$ cat src/rtl/pixel_cluster_adc.sv
// Pixel cluster with shared erase/expose/single-slope-convert/readout sequencer.
// Optional macro PIXEL_SAT_FLAG_EN adds per-pixel saturation flags and the out_sat port.
module pixel_cluster_adc #(
  parameter int PIXEL_BITS = 8,
  parameter int CHANNELS   = 4,
  parameter int EXP_SHIFT  = 8,
  localparam int CW = (CHANNELS > 1) ? $clog2(CHANNELS) : 1
) (
  input  logic                           clk,
  input  logic                           reset_n,
  input  logic                           start,
  input  logic [15:0]                    expose_cycles,
  input  logic [CHANNELS*PIXEL_BITS-1:0] light,
  output logic                           busy,
  output logic                           done,
  output logic                           out_valid,
  input  logic                           out_ready,
  output logic [PIXEL_BITS-1:0]          out_data,
  output logic [CW-1:0]                  out_chan
`ifdef PIXEL_SAT_FLAG_EN
  ,
  output logic                           out_sat
`endif
);

  localparam int ACC_W = PIXEL_BITS + EXP_SHIFT;

  localparam logic [2:0] S_IDLE    = 3'd0;
  localparam logic [2:0] S_ERASE   = 3'd1;
  localparam logic [2:0] S_EXPOSE  = 3'd2;
  localparam logic [2:0] S_CONVERT = 3'd3;
  localparam logic [2:0] S_READOUT = 3'd4;

  localparam logic [CW-1:0]         LAST_CH  = CW'(CHANNELS - 1);
  localparam logic [PIXEL_BITS-1:0] RAMP_MAX = '1;

  logic [2:0]            r_state;
  logic [15:0]           r_exp_len;
  logic [15:0]           r_exp_cnt;
  logic [PIXEL_BITS-1:0] r_ramp;
  logic [ACC_W-1:0]      r_acc  [CHANNELS];
  logic [PIXEL_BITS-1:0] r_code [CHANNELS];
  logic [CHANNELS-1:0]   r_fired;
  logic [CW-1:0]         r_chan;
  logic                  r_done;
`ifdef PIXEL_SAT_FLAG_EN
  logic [CHANNELS-1:0]   r_sat;
`endif

  logic [ACC_W-1:0]      w_light  [CHANNELS];
  logic [ACC_W-1:0]      w_acc_nx [CHANNELS];
  logic [PIXEL_BITS-1:0] w_top    [CHANNELS];

  // Integrators discharge from full scale and clamp at zero.
  always_comb begin
    for (int i = 0; i < CHANNELS; i++) begin
      w_light[i]  = ACC_W'(light[i*PIXEL_BITS +: PIXEL_BITS]);
      w_acc_nx[i] = (r_acc[i] > w_light[i]) ? (r_acc[i] - w_light[i]) : '0;
      w_top[i]    = r_acc[i][ACC_W-1 -: PIXEL_BITS];
    end
  end

  always_ff @(posedge clk or negedge reset_n) begin
    if (!reset_n) begin
      r_state   <= S_IDLE;
      r_exp_len <= '0;
      r_exp_cnt <= '0;
      r_ramp    <= '0;
      r_fired   <= '0;
      r_chan    <= '0;
      r_done    <= 1'b0;
`ifdef PIXEL_SAT_FLAG_EN
      r_sat     <= '0;
`endif
      for (int i = 0; i < CHANNELS; i++) begin
        r_acc[i]  <= '0;
        r_code[i] <= '0;
      end
    end else begin
      r_done <= 1'b0;
      case (r_state)
        S_IDLE: begin
          if (start) begin
            r_exp_len <= expose_cycles;
            r_state   <= S_ERASE;
          end
        end
        S_ERASE: begin
          r_exp_cnt <= '0;
          r_ramp    <= '0;
          r_fired   <= '0;
`ifdef PIXEL_SAT_FLAG_EN
          r_sat     <= '0;
`endif
          for (int i = 0; i < CHANNELS; i++) begin
            r_acc[i]  <= '1;
            r_code[i] <= '0;
          end
          r_state <= (r_exp_len == 16'd0) ? S_CONVERT : S_EXPOSE;
        end
        S_EXPOSE: begin
          for (int i = 0; i < CHANNELS; i++) begin
            r_acc[i] <= w_acc_nx[i];
`ifdef PIXEL_SAT_FLAG_EN
            if (w_acc_nx[i] == '0)
              r_sat[i] <= 1'b1;
`endif
          end
          r_exp_cnt <= r_exp_cnt + 16'd1;
          if (r_exp_cnt == r_exp_len - 16'd1)
            r_state <= S_CONVERT;
        end
        S_CONVERT: begin
          // First ramp value at or above the integrator top bits becomes the code.
          for (int i = 0; i < CHANNELS; i++) begin
            if (!r_fired[i] && (r_ramp >= w_top[i])) begin
              r_code[i]  <= r_ramp;
              r_fired[i] <= 1'b1;
            end
          end
          r_ramp <= r_ramp + 1'b1;
          if (r_ramp == RAMP_MAX)
            r_state <= S_READOUT;
        end
        S_READOUT: begin
          if (out_ready) begin
            if (r_chan == LAST_CH) begin
              r_chan  <= '0;
              r_done  <= 1'b1;
              r_state <= S_IDLE;
            end else begin
              r_chan <= r_chan + 1'b1;
            end
          end
        end
        default: r_state <= S_IDLE;
      endcase
    end
  end

  assign busy      = (r_state != S_IDLE);
  assign done      = r_done;
  assign out_valid = (r_state == S_READOUT);
  assign out_data  = r_code[r_chan];
  assign out_chan  = r_chan;
`ifdef PIXEL_SAT_FLAG_EN
  assign out_sat   = out_valid & r_sat[r_chan];
`endif

endmodule

$ cat config.mk
export PLATFORM = sky130hd
export DESIGN_NAME = pixel_cluster_adc
export DESIGN_NICKNAME = d
export VERILOG_FILES = /design/src/rtl/pixel_cluster_adc.sv
export SDC_FILE = /design/constraint.sdc
export NUM_CORES = 1
export LEC_CHECK = 0
export ABC_AREA = 1
export BUFFER_PORTS_ARGS = -buffer_cell sky130_fd_sc_hd__clkbuf_2
export CORE_UTILIZATION = 38
export DETAILED_ROUTE_END_ITERATION = 8
export PLACE_DENSITY = 0.62
export SLEW_MARGIN = 20
export SYNTH_ARGS = -nofsm -noshare
export SYNTH_HDL_FRONTEND = slang
export SYNTH_SLANG_ARGS = --single-unit
$ cat constraint.sdc
create_clock -name clk -period 2.8 [get_ports clk]
set_input_delay 0 -clock clk [delete_from_list [all_inputs] [get_ports clk]]
set_output_delay 0 -clock clk [all_outputs]
set_load 0.02 [all_outputs]
==> reports/results.tsv <==
stage	metric	value	unit
logic_synthesis	Post-synth EDFFs	0	
drt	vias per cell	5.01	
logic_synthesis	Seq cells post-synth	146	
final_layout	fin nets	1513	
clock_tree	Clock Path Buffers	2	
critical_path	kind of critical path	flop to flop	
critical_path	CP arrival	2610	ps
clock_tree	Clock Pin Slew Worst Setup and Hold Paths	60	ps
sta	final setup TNS	0	ps
global_route	Total GRT Usage	18.3	%
global_route	vias in the first global route	8215	
final_layout	Final Cell Area	11400	µm²
logic_synthesis	count leader, synth	nand2_1	
drt	wirelength, routed	23400	µm
drt	DR WL/cell	13.5	µm
drt	DRT Pass-1 Iters	5	
logic_synthesis	syn_nets	1422	
global_route	initial antenna violation count	0	
logic_synthesis	Synth Instances	1297	
final_layout	Final Util	45.1	%
global_route	pin count of the biggest net entering global routing	78	
critical_path	Top delay family on crit path	compound AO/OA/AOI/OAI gates	
status	status	completed	
drt	DRC Markers	0	
logic_synthesis	synthesized area per cell	7.57	µm²
clock_tree	CTS tree	built	
logic_synthesis	Synth Cell Area	9820	µm²
critical_path	slowest CP cell	fa_1	
floorplanning	IO Count	65	
sta	Max Clock Freq	432	MHz
power_and_ir_drop	leakage power	5.73	nW
critical_path	CP Buf/Inv Count	3	
drt	Routed Antenna Nets	0	
logic_synthesis	top post-synthesis cells by area	dfrtp_1 (37%), nand2_1 (10%), ha_1 (8.8%), o21ai_0 (7.4%), inv_1 (6.4%)	
sta	final hold violation count	0	
logic_synthesis	Seq/Total Area, Yosys	37.2	%
sta	Max-slew headroom	48.3	%
clock_tree	Skew-Pair Late Insertion Delay	430	ps
power_and_ir_drop	pwr dens	1090	nW/µm²
clock_tree	total CTS buffers	17	
place	Final GP Congestion	0.869	
critical_path	kind of end point of the critical path	flop	
drt	via count	8680	
critical_path	crit-path max FO	6	
logic_synthesis	top cells by count, synth	nand2_1 (274), inv_1 (167), dfrtp_1 (146), o21ai_0 (146), nor2_1 (120)	
floorplanning	die area	26500	µm²
floorplanning	DIE HEIGHT	163	µm
sta	RSZ-0062 raised after global routing	false	
global_route	Congestion Overflow GR	0	
floorplanning	die outline width	163	µm
clock_tree	postcts setup bufs	0	
logic_synthesis	YS warnings	0	
floorplanning	FP Rows	58	
power_and_ir_drop	Peak VDD IR	0.495	mV
clock_tree	# clock sinks	146	
global_route	first-pass GRT wire length	39400	µm
logic_synthesis	Cell variety after synth	50	
sta	worst-margin pin slew	773	ps
critical_path	worst r2r src	r_acc[48]$_DFFE_PN0P_	
critical_path	Critical Path Start	r_acc[48]$_DFFE_PN0P_	
sta	fin crit period	2320	ps
place	dpl hpwl	16400	µm
place	port buffer count	64	
clock_tree	H-Tree Depth	4	
logic_synthesis	top cell type by total area after synthesis	dfrtp_1	
place	DP Area	10600	µm²
sta	Final setup viols	0	
run	MaxCap Viol Count	0	
logic_synthesis	ys async rst share	100	%
critical_path	Slowest Stage Delay on Critical Path	390	ps
floorplanning	Initial Utilization	38.9	%
sta	Final Max Slew Viols	0	
critical_path	Setup crit start kind	flop	
final_layout	Area Overhead vs Synth	16.1	%
final_layout	# fillers	2538	
floorplanning	core area	25300	µm²
sta	Final Skew	10.1	ps
drt	metal2 WL	10600	µm
sta	period utilization	82.7	%
critical_path	Critical Path RT	3100	ps
clock_tree	clock root cell	clkbuf_16	
final_layout	share of layout cells above drive strength 1	12.1	%
drt	uppermost layer routed	met4	
hold_path	HP Start	light[1]	
critical_path	CP Cell Sequence	inv_1 -> ha_1 -> inv_1 -> fa_1 -> a21oi_1 -> o21ai_1 -> a21oi_1 -> nand2_1 -> nand2_1 -> inv_1 -> nand2_1 -> o221ai_1	
hold_path	Hold Crit Class	input port to flop	
logic_synthesis	ys flop type	dfrtp_1	
drt	met1 WL	11800	µm
drt	First DRT Iteration DRCs	574	
final_layout	# diodes	0	
drt	WL met3	825	µm
logic_synthesis	area share of the largest cell type after synthesis	37.2	%
==> kinds of logic (layout without fill, tap and decap cells) <==
kind of cell,Yosys count,count (layout),synth area share (%)
buffers and inverters,201,305,7.82
AO/OA/AOI/OAI,277,277,15.7
flip-flops,146,146,37.2
AND/OR/NAND/NOR,545,545,24.6
XOR/XNOR,51,51,4.55
adder cells (fa/ha/maj),73,73,9.60
multiplexers,4,4,0.459
==> metrics by stage <==
| step | hold slack (ps) | worst slack [ps] | cells | power (mW) |
|---|---|---|---|---|
| after floorplan | -296 | 709 | 1297 | 8.38 |
| after global placement | 102 | 551 | 1676 | 9.89 |
| after detailed placement | 98.6 | 491 | 1676 | 10.0 |
| after CTS | 29.1 | 474 | 1731 | 12.5 |
| after global routing | 76.6 | 196 | 1731 | 13.6 |
| final | 38.5 | 485 | 1731 | 12.4 |
==> state kept, by name (all words and copies together), names as in the netlist <==
register,cells
r_ramp,8
r_state,3
r_code,32
r_acc,64
out_chan,2
r_exp_len,16
done,1
r_exp_cnt,16
r_fired,4
==> timing repair <==
action | 4_1_cts | 5_1_grt
endpoints found under the hold margin | 99 | 0
hold buffers | 23 | 0
gates resized for setup | 0 | 0
==> worst paths after layout <==
path                                          end  slack (ps)  cells past startpoint
setup / recovery            r_acc[48]$_DFFE_PN0P_         480                     12
hold / removal              r_acc[49]$_DFFE_PN0P_          40                      5
setup reg to reg            r_acc[48]$_DFFE_PN0P_         480                     12
hold reg to reg            r_code[21]$_DFFE_PN0P_         500                      2
max in group asynchronous   r_code[3]$_DFFE_PN0P_        1750                      3
min in group asynchronous    r_acc[3]$_DFFE_PN0P_         180                      2
==> layout by cell type, fill, tap and decap left out, types with 4 or more instances in the layout <==
master / count
o2111ai_1: 4
nor2_2: 4
buf_4: 11
a21oi_1: 69
nand2_1: 274
xnor2_1: 16
nand3_1: 85
nand2_2: 5
o21ai_0: 146
dfrtp_1: 146
nand3b_1: 4
o21ai_2: 11
clkbuf_16: 17
nor2_4: 8
nor3_1: 9
fa_1: 4
o21ai_1: 9
inv_2: 7
nor2_1: 119
dlygate4sd3_1: 23
clkinv_4: 4
nand3_2: 9
inv_1: 167
nor4_1: 5
o22ai_1: 11
xor2_1: 35
nand4_1: 15
ha_1: 69
mux2_2: 4
clkbuf_2: 63
==> worst min-delay path: stages <==
cell and delay (ps):
clkbuf_2 80, inv_1 100, fa_1 170, nand2_1 50, nand2_1 40
==> report_power, final <==
| group | total, mW | switching [mW] | leakage [nW] | internal, mW |
|---|---|---|---|---|
| sequential | 3.60 | 0.694 | 1.84 | 2.90 |
| combinational | 6.44 | 4.09 | 3.59 | 2.35 |
| clock | 2.40 | 0.946 | 0.300 | 1.45 |
==> per-layer routing <==
metal / track usage [%] / up-vias
met5: 0 / -
met1: 26.0 / 4046
met4: 4.21 / 0
li1: - / 4462
met3: 3.00 / 13
met2: 29.0 / 159
==> final cells by class <==
| cell class | instances | area, µm² | area share [%] |
|---|---|---|---|
| clock buffers | 20 | 457 | 4.01 |
| multi-input cells | 950 | 5410 | 47.4 |
| clock inverters | 12 | 156 | 1.37 |
| flip-flops and latches | 146 | 3650 | 32.0 |
| well taps | 330 | 413 | 3.62 |
| inverters | 174 | 653 | 5.73 |
| repair buffers | 99 | 659 | 5.78 |
No activity file was read; power rests on OpenSTA's default activity.
